File: config.mk
export PLATFORM = sky130hd
export DESIGN_NAME = bg_layer_gen
export DESIGN_NICKNAME = d
export VERILOG_FILES = /design/src/rtl/bg_layer_gen.sv
export SDC_FILE = /design/constraint.sdc
export NUM_CORES = 1
export LEC_CHECK = 0
export BUFFER_PORTS_ARGS = -buffer_cell sky130_fd_sc_hd__buf_2
export CELL_PAD_IN_SITES_DETAIL_PLACEMENT = 0
export CELL_PAD_IN_SITES_GLOBAL_PLACEMENT = 2
export CORE_ASPECT_RATIO = 1.2
export CORE_MARGIN = 4
export CORE_UTILIZATION = 37
export DETAILED_ROUTE_END_ITERATION = 6
export GPL_ROUTABILITY_DRIVEN = 0
export GPL_TIMING_DRIVEN = 0
export HOLD_SLACK_MARGIN = 0.05
export PLACE_DENSITY_LB_ADDON = 0.1
export SLEW_MARGIN = 15
export SYNTH_ARGS = -nofsm -noshare
export SYNTH_HDL_FRONTEND = slang
export SYNTH_SLANG_ARGS = --single-unit
File: constraint.sdc
create_clock -name clk -period 3.5 [get_ports clk]
set_input_delay 0.35 -clock clk [delete_from_list [all_inputs] [get_ports clk]]
set_output_delay 0.35 -clock clk [all_outputs]
set_load 0.03 [all_outputs]
File: src/rtl/bg_layer_gen.sv
// Background-layer generator: per-pixel pattern colour (solid/gradient/checker/bars)
// with frame-latched settings, per-frame horizontal scroll and a 2-stage pipeline.
module bg_layer_gen #(
  parameter int unsigned H_ACTIVE  = 640,
  parameter int unsigned V_ACTIVE  = 480,
  parameter int unsigned X_W       = 10,
  parameter int unsigned Y_W       = 9,
  parameter int unsigned COLOR_W   = 8,
  parameter int unsigned TILE_LOG2 = 5
) (
  input  logic                   clk,
  input  logic                   rst,
  input  logic [X_W-1:0]         x_pos,
  input  logic [Y_W-1:0]         y_pos,
  input  logic                   pix_valid,
  input  logic                   frame_start,
  input  logic [1:0]             mode_in,
  input  logic [3*COLOR_W-1:0]   color_a_in,
  input  logic [3*COLOR_W-1:0]   color_b_in,
  input  logic [X_W-1:0]         scroll_step_in,
  output logic                   out_valid,
  output logic                   RqFLag2,
  output logic [COLOR_W-1:0]     r2,
  output logic [COLOR_W-1:0]     g2,
  output logic [COLOR_W-1:0]     b2
);

  localparam int unsigned PIX_W = 3 * COLOR_W;

  // Frame-latched settings
  logic [1:0]       mode;
  logic [PIX_W-1:0] color_a;
  logic [PIX_W-1:0] color_b;
  logic [X_W-1:0]   scroll_step;
  logic [X_W-1:0]   scroll_x;
  logic [X_W-1:0]   step_eff;

  // Stage 1
  logic               s1_valid;
  logic               s1_active;
  logic               s1_tx;
  logic               s1_ty;
  logic [COLOR_W-1:0] s1_grad_r;
  logic [COLOR_W-1:0] s1_grad_g;
  logic [1:0]         s1_mode;
  logic [PIX_W-1:0]   s1_color_a;
  logic [PIX_W-1:0]   s1_color_b;

  logic               active_c;
  logic               tx_c;
  logic [PIX_W-1:0]   pix_sel_c;

  // The incoming step is the one added on a frame boundary, never the old shadow.
  always_comb begin
    step_eff = frame_start ? scroll_step_in : scroll_step;
    active_c = ({1'b0, x_pos} < (X_W+1)'(H_ACTIVE)) &&
               ({1'b0, y_pos} < (Y_W+1)'(V_ACTIVE));
    tx_c     = |((x_pos + scroll_x) & X_W'(1 << TILE_LOG2));
  end

  always_ff @(posedge clk) begin
    if (rst) begin
      mode        <= '0;
      color_a     <= '0;
      color_b     <= '0;
      scroll_step <= '0;
      scroll_x    <= '0;
    end else if (frame_start) begin
      mode        <= mode_in;
      color_a     <= color_a_in;
      color_b     <= color_b_in;
      scroll_step <= scroll_step_in;
      scroll_x    <= scroll_x + step_eff;
    end
  end

  // Settings travel with the pixel so a later frame_start cannot alter it.
  always_ff @(posedge clk) begin
    if (rst) begin
      s1_valid   <= 1'b0;
      s1_active  <= 1'b0;
      s1_tx      <= 1'b0;
      s1_ty      <= 1'b0;
      s1_grad_r  <= '0;
      s1_grad_g  <= '0;
      s1_mode    <= '0;
      s1_color_a <= '0;
      s1_color_b <= '0;
    end else begin
      s1_valid   <= pix_valid;
      s1_active  <= active_c;
      s1_tx      <= tx_c;
      s1_ty      <= y_pos[TILE_LOG2];
      s1_grad_r  <= x_pos[X_W-1 -: COLOR_W];
      s1_grad_g  <= y_pos[Y_W-1 -: COLOR_W];
      s1_mode    <= mode;
      s1_color_a <= color_a;
      s1_color_b <= color_b;
    end
  end

  // Pattern select
  always_comb begin
    pix_sel_c = s1_color_a;
    case (s1_mode)
      2'd1:    pix_sel_c = {s1_grad_r, s1_grad_g, s1_color_a[COLOR_W-1:0]};
      2'd2:    if (s1_tx ^ s1_ty) pix_sel_c = s1_color_b;
      2'd3:    if (s1_tx) pix_sel_c = s1_color_b;
      default: pix_sel_c = s1_color_a;
    endcase
    if (!s1_active) pix_sel_c = '0;
  end

  // Stage 2: outputs hold while no pixel arrives
  always_ff @(posedge clk) begin
    if (rst) begin
      out_valid <= 1'b0;
      RqFLag2   <= 1'b0;
      r2        <= '0;
      g2        <= '0;
      b2        <= '0;
    end else begin
      out_valid <= s1_valid;
      if (s1_valid) begin
        RqFLag2      <= s1_active;
        {r2, g2, b2} <= pix_sel_c;
      end
    end
  end

endmodule

=== Word-level counts from Yosys, hierarchy flattened ===
Cells that the tools add are included.

* Add/sub/neg operators: 2
* Order comparisons: 2
* Eq/ne operators: 3
* Muxes and demuxes: 5
* Bitwise logic cells: 1
* Reductions and logical operators: 1

{| class="wikitable"
|+ Operators by type and width
! cell !! count
|-
| $mux W24 || 3
|-
| $pmux W24 S3 || 1
|-
| $add A10 B10 Y10 || 1
|-
| $lt A10 B10 Y1 const B || 1
|-
| $mux W10 || 1
|-
| $lt A9 B9 Y1 const B || 1
|-
| $add A6 B6 Y6 || 1
|-
| $eq A2 B2 Y1 const B || 2
|-
| $eq A2 B1 Y1 const B || 1
|-
| $logic_and A1 B1 Y1 || 1
|-
| $xor A1 B1 Y1 || 1
|}

* Bits in registers: 166
* Input bits: 83
* Output and inout bits: 26
* Logic and storage cells: 33

=== Depth between registers and ports, before layout ===
Gate-level depths: netlist (run 1).

* Depth after elaboration: 4
* Mapped depth: 9
* Mapped depth without buffers: 8

=== Worst setup path before layout (run 1) ===
Ideal clock, no wire load.

* Path kind: in2reg
* Start: in frame_start
* End: reg scroll_x[5]
* Data arrival time: 2,225 ps
* Data required time: 3,377 ps
* Setup slack: 1,152 ps
* Stages: 8
* Path buffers: 1
* Cell sequence: buf_2 mux2_2 ha_1 a211oi_1 nor2_1 mux2_1 a21oi_1 mux2_1

* Cells in the longest elaborated chain, start to end: 2

{| class="wikitable"
|+ RTL lines
! what !! RTL line !! source
|-
| start: declaration || 16 || <nowiki>input logic frame_start,</nowiki>
|-
| $mux W10 || -- ||
|-
| named net step_eff[1] || 36 || <nowiki>logic [X_W-1:0] step_eff;</nowiki>
|-
| $add A10 B10 Y10 || 73 || <nowiki>scroll_x <= scroll_x + step_eff;</nowiki>
|-
| end signal: assignment || 73 ||
|-
| end: declaration || 35 || <nowiki>logic [X_W-1:0] scroll_x;</nowiki>
|}

The timed path passes the listed nets, and every way through them passes these cells.
A chain may end at the register's enable or synchronous reset.

=== Worst setup path in the final report (run 1) ===
Ends and elaborated chain as after synthesis.

==> results.md, run 1 <==
* Post-CTS setup repair buffer count at 0
* Worst-Skew Late Latency at 420 ps
* Post-Syn Nets at 654
* Htree depth at 4
* PD cells at 605 mW/mm^2
* Worst path slowest cell: mux2_2
* Ratio of cells with drive above 1 in the final layout at 0.226
* CTS Hold Bufs at 0
* Hpwl dp at 10.2 mm
* Syn Inst Count at 561
* Num rows at 49
* Met1 Use GR at 0.208
* CTS tree: built
* Startpoint types: primary input
* Leakage power at 3.11 nW
* Setup violations, final at 0
* Worst R2R Setup Slack at 1360 ps
* Vias in the first global route at 4255
* Worst EP required at 3810 ps
* Vias at 4165
* CP bufs+invs at 2
* Post-route ant nets at 0
* First-pass GRT wire length at 22.1 mm
* Busiest layer in global routing: met2
* Max Cap Viol at 0
* DRT Pass-1 Iters at 5
* Initial antenna violation count at 0
* Measured slew at the worst slew-check pin at 709 ps
* P&R area growth vs syn at 25.3%
* Slew Limit Headroom at 0.527
* Post-cts sizing count at 0
* DRC Markers at 0
* Initial core utilization at 0.378
* Total die area at 0.0174 mm^2
* CTS Sinks at 156
* Layout Nets at 775
* Die Wd at 121 um
* Most common cell after layout, fill and taps aside: dfxtp_1
* Mapped Avg Cell Area at 10.1 um^2
* PortBufs at 102
* RSZ-0062 raised after global routing: no
* Final design utilization at 0.474
* Boundary Pins at 109
* CP endpoint kind: register
* Crit path largest cell delay at 400 ps
* Pin count of the biggest net entering global routing at 17
* Met2 Resource Use GR at 0.286
* CP Max Fanout at 10
* Yosys cell types at 37
* Endpoints failing hold at 0
* Delay-heaviest family, CP: multiplexers
* 1st-iter DRT viols at 312
* GRT Residual Overflow at 0
* Grt met3 use at 0.0398
* WP data arrival at 2500 ps
* Flops & latches, synth at 156
* Avg WL per Cell at 15.8 um
* Register area share after synthesis at 0.550
* Total core area at 0.0150 mm^2
* Setup TNS at 0 ps
* Crit-path cells: buf_2, buf_2, mux2_2, ha_1, a211oi_1, nor2_1, mux2_1, a21oi_1, mux2_1
* Clock root cell: clkbuf_16
* Commonest non-fill, non-tap cells in the layout: dfxtp_1 (156), buf_2 (108), nor2b_1 (76)
* Die height at 144 um
* Vias/cell at 4.63
* Shortest period the worst path allows at 2200 ps
* Hold WC Path Type: primary input to register
* Cell Area, Synth at 0.00568 mm^2
* Worst-path clk slew at 60 ps
* Outcome: complete, no violations
* Slew Limit Fails at 0
* Routed WL at 14.2 mm
* CTS Buffer Depth at 2
* Period utilization at 0.628
* Total CTS buffers at 17
* Diodes inserted at 0
* Total track usage at 0.169
* YS warnings at 0
* Max VDD drop at 0.000335 V
* Clk_skew at 7.86 ps
* Crit path kind: primary input to register
* Max Clock Freq at 455 MHz
## metal layers
metal / vias to the layer above / share of wire
met5: - / 0
met3: 19 / 0.045
li1: 2120 / -
met2: 96 / 0.49
met4: 0 / 0.015
met1: 1930 / 0.45
## state kept, by name, indices dropped and copies added, names as in the netlist, 5 cells and up
| signal | count |
|---|---|
| b2 | 8 |
| r2 | 8 |
| color_b | 24 |
| s1_color_b | 24 |
| g2 | 8 |
| s1_color_a | 24 |
| s1_grad_r | 8 |
| s1_grad_g | 8 |
| scroll_x | 6 |
| scroll_step | 5 |
| color_a | 24 |
## area by class of cell
cell class,count,area [um^2]
repair buffers,102,510
inverters,18,67.6
fillers,1445,7900
clock buffers,20,467
multi-input cells,353,2330
clock inverters,12,208
flip-flops and latches,156,3120
plain buffers,34,161
well taps,204,255
## final timing paths
kind / from / cells after the start / end
worst min register to register: g2[0] / 2 / g2[0]
worst max-delay path: frame_start / 9 / scroll_x[5]
worst max register to register: scroll_step[1] / 7 / scroll_x[5]
worst min-delay path: y_pos[4] / 2 / s1_grad_g[3]
## worst reg2reg max path: stages (launching register included)
cell and delay [ps]:
dfxtp_1 290, mux2_2 290, ha_1 300, a211oi_1 230, nor2_1 100, mux2_1 310, a21oi_1 170, mux2_1 330
## cell families (layout without fill, tap and decap cells)
| group | Yosys count | count (layout) | synth area share |
|---|---|---|---|
| buffers and inverters | 52 | 186 | 0.0403 |
| AOI/OAI and AO/OA | 79 | 79 | 0.0923 |
| muxes | 70 | 70 | 0.125 |
| xor gates and xnor gates | 4 | 4 | 0.00617 |
| adders and majority gates | 10 | 10 | 0.0233 |
| and+or+nand+nor | 190 | 190 | 0.164 |
| DFF | 156 | 156 | 0.550 |
## report_power, final
part / internal (W) / switching [W]
Clock: 0.00133 / 0.000725
Sequential: 0.00186 / 0.0000444
Combinational: 0.000158 / 0.000186
Total: 0.00335 / 0.000955
## synthesized netlist by cell type
library cell / count / area share
nor2_1: 65 / 0.043
a21oi_4: 1 / 0.0029
nand3b_1: 1 / 0.0013
mux2_1: 2 / 0.0040
xor2_1: 1 / 0.0015
a211oi_1: 5 / 0.0066
nand3_1: 1 / 0.00088
o21a_1: 1 / 0.0013
clkbuf_1: 21 / 0.014
a222oi_1: 15 / 0.026
and2_1: 1 / 0.0011
inv_1: 16 / 0.011
o21ai_1: 25 / 0.022
mux2i_1: 63 / 0.11
a21oi_1: 6 / 0.0053
nor3b_2: 1 / 0.0022
xnor2_1: 3 / 0.0046
buf_2: 6 / 0.0053
nor3_1: 1 / 0.00088
nand4_1: 1 / 0.0011
buf_1: 1 / 0.00066
ha_1: 9 / 0.020
fa_1: 1 / 0.0035
dfxtp_1: 156 / 0.55
mux2_2: 5 / 0.0099
buf_4: 5 / 0.0066
buf_6: 1 / 0.0020
o21a_4: 1 / 0.0026
o32ai_1: 1 / 0.0015
a32o_1: 1 / 0.0018
a21o_1: 2 / 0.0026
o21ai_0: 20 / 0.018
nand2_1: 42 / 0.028
inv_2: 2 / 0.0013
nor2b_1: 76 / 0.084
nor4bb_1: 1 / 0.0018
a31o_2: 1 / 0.0015
## through the flow
step / cells / cell area, um^2 / power, W / hold slack [ps] / setup WS (ps)
after floorplan: 561 / 5680 / 0.00216 / 437 / 1150
after global placement: 867 / 6450 / 0.00229 / 437 / 842
after detailed placement: 867 / 6450 / 0.00229 / 442 / 842
after CTS: 899 / 7120 / 0.00437 / 128 / 1300
after global routing: 899 / 7120 / 0.00447 / 144 / 1110
final: 899 / 7120 / 0.00431 / 148 / 1300
(Power assumes the default switching activity.)
==> run 2, diff against run 1 <==
--- a/config.mk
+++ b/config.mk
@@ -10,7 +10,7 @@
 export CELL_PAD_IN_SITES_GLOBAL_PLACEMENT = 2
 export CORE_ASPECT_RATIO = 1.2
 export CORE_MARGIN = 4
-export CORE_UTILIZATION = 37
+export CORE_UTILIZATION = 34
 export DETAILED_ROUTE_END_ITERATION = 6
 export GPL_ROUTABILITY_DRIVEN = 0
 export GPL_TIMING_DRIVEN = 0
==> constraint.sdc (replaced) <==
create_clock -name clk -period 2.05 [get_ports clk]
set_input_delay 0.205 -clock clk [delete_from_list [all_inputs] [get_ports clk]]
set_output_delay 0.205 -clock clk [all_outputs]
set_load 0.03 [all_outputs]
==> results.md, run 2 (same netlist as run 1, synthesis figures left out) <==
* CTS Sinks at 156 (unchanged)
* Hpwl dp at 10.7 mm (was 10.2 mm)
* Clk_skew at 6.02 ps (was 7.86 ps)
* CP bufs+invs at 0 (was 2)
* 1st-iter DRT viols at 223 (was 312)
* GRT Residual Overflow at 0 (unchanged)
* First-pass GRT wire length at 24.0 mm (was 22.1 mm)
* Routed WL at 15.1 mm (was 14.2 mm)
* Crit-path cells: mux2_4, ha_4, a211oi_2, nor2_2, mux2_4, a21oi_4, mux2_4 (was buf_2, buf_2, mux2_2, ha_1, a211oi_1, nor2_1, mux2_1, a21oi_1, mux2_1)
* CP Max Fanout at 3 (was 10)
* Commonest non-fill, non-tap cells in the layout: dfxtp_1 (156), buf_2 (107), nor2b_1 (76) (was dfxtp_1 (156), buf_2 (108), nor2b_1 (76))
* Die Wd at 126 um (was 121 um)
* Layout Nets at 837 (was 775)
* CP endpoint kind: register (unchanged)
* DRC Markers at 2 (was 0)
* Hold WC Path Type: primary input to register (unchanged)
* Setup violations, final at 0 (unchanged)
* Non-filler instance count after layout at 968 (was 899)
* Slew Limit Headroom at 0.513 (was 0.527)
* Leakage power at 3.34 nW (was 3.11 nW)
* Outcome: finished, violations left (was complete, no violations)
* Total core area at 0.0163 mm^2 (was 0.0150 mm^2)
* Failing checks: design-rule violations
* Total track usage at 0.166 (was 0.169)
* Worst EP required at 2350 ps (was 3810 ps)
* Slack of the critical path at 41.3 ps (was 1300 ps)
* Clock root cell: clkbuf_16 (unchanged)
* P&R area growth vs syn at 36.7% (was 25.3%)
* Post-CTS setup repair buffer count at 0 (unchanged)
* Worst path slowest cell: mux2_4 (was mux2_2)
* Max Clock Freq at 498 MHz
* Die height at 150 um (was 144 um)
* Initial antenna violation count at 0 (unchanged)
* Avg WL per Cell at 15.6 um (was 15.8 um)
* Most common cell after layout, fill and taps aside: dfxtp_1 (unchanged)
* CTS Buffer Depth at 2 (unchanged)
* Worst-Skew Late Latency at 410 ps (was 420 ps)
* Post-route ant nets at 0 (unchanged)
* Filler instances at 1629 (was 1445)
* CTS tree: built (unchanged)
* Pin count of the biggest net entering global routing at 17 (unchanged)
* Shortest period the worst path allows at 2010 ps
* RSZ-0062 raised after global routing: yes (was no)
* Slew Limit Fails at 0 (unchanged)
* Endpoints failing hold at 0 (unchanged)
* Period utilization at 0.980
* PD cells at 924 mW/mm^2 (was 605 mW/mm^2)
* Max Cap Viol at 0 (unchanged)
* Startpoint types: register (was primary input)
* Measured slew at the worst slew-check pin at 731 ps (was 709 ps)
* Vias at 4408 (was 4165)
* Total die area at 0.0189 mm^2 (was 0.0174 mm^2)
* Inst Count DP at 875 (was 867)
* Delay-heaviest family, CP: multiplexers (unchanged)
* Vias in the first global route at 4594 (was 4255)
* Area after DPL at 0.00651 mm^2 (was 0.00645 mm^2)
* Vias/cell at 4.55 (was 4.63)
* Tot Pwr at 0.00718 W (was 0.00431 W)
* Crit path largest cell delay at 310 ps (was 400 ps)
* Most frequent CP cell: mux2_4
* Max VDD drop at 0.000548 V (was 0.000335 V)
* Total CTS buffers at 17 (unchanged)
* DRT Pass-1 Iters at 7 (was 5)
* Diodes inserted at 0 (unchanged)
* Crit path kind: register to register (was primary input to register)
* Num rows at 51 (was 49)
* Worst-path clk slew at 60 ps (about the same)
* Boundary Pins at 109 (unchanged)
* Ratio of cells with drive above 1 in the final layout at 0.218 (was 0.226)
* Initial core utilization at 0.348 (was 0.378)
* Htree depth at 4 (unchanged)
* PortBufs at 102 (unchanged)
* Post-route cell area at 0.00777 mm^2 (was 0.00712 mm^2)
* Pre-CTS setup slack at -337 ps (was 842 ps)
* WP data arrival at 2310 ps (was 2500 ps)
-- run 2: cell types whose count changed in the layout (fill, tap and decap cells not counted), moves of 2 or more --
cell and delta:
a21oi_1 -2, bufinv_16 -2, clkinvlp_4 +3, dlygate4sd3_1 +62, ha_1 -3, ha_4 +3
inv_6 -3, mux2_1 -2, mux2_2 -2, mux2_4 +4
-- run 2: final timing paths --
kind | from | endpoint | slack [ps] | cells after the start
worst min register to register | g2[0] | g2[0] | 440 | 2
worst min-delay path | color_b_in[16] | color_b[16] | 60 | 3
worst max register to register | scroll_step[1] | scroll_x[5] | 40 | 7
worst max-delay path | scroll_step[1] | scroll_x[5] | 40 | 7
-- run 2: through the flow --
step	TNS, ps	hold WS (ps)	util
detailed placement	-533	432	0.399
global placement	-497	420	0.399
finish	0	64.1	0.476
floorplan	0	333	-
CTS	0	51.1	0.474
global route	-11.2	53.5	0.476
-- run 2: worst reg2reg max path: cells and delay by family (launching register included) --
kind | cells | cell delay, ps
muxes | 3 | 920
adders and majority gates | 1 | 230
DFF | 1 | 290
AOI/OAI and AO/OA | 2 | 390
and+or+nand+nor | 1 | 80
-- run 2: where the power goes --
group	switching, W	internal, W	total (W)	leakage, nW
clock network	0.00120	0.00200	0.00321	0.291
logic	0.000344	0.000370	0.000715	1.77
registers	0.0000792	0.00318	0.00326	1.28
total	0.00163	0.00555	0.00718	3.34
-- run 2: timing repair --
action	in CTS	in global routing
resized for setup	2	5
hold buffers	62	0
endpoints found under the setup margin	1	2
endpoints found under the hold margin	62	0
pin swaps	1	1
-- run 2: routing by layer --
layer	vias to the layer above	share of wire	track usage
li1	2250	-	-
met1	2055	0.45	0.201
met2	89	0.50	0.290
met3	14	0.043	0.0432
met4	0	0.010	0.0515
met5	-	0	0
-- run 2: layout make-up --
cell class,count,area [um^2],area share
plain buffers,34,164,0.0211
clock buffers,21,470,0.0605
clock inverters,10,140,0.0180
inverters,18,67.6,0.00870
multi-input cells,353,2410,0.310
flip-flops and latches,156,3120,0.402
well taps,212,265,0.0341
repair buffers,164,1130,0.146
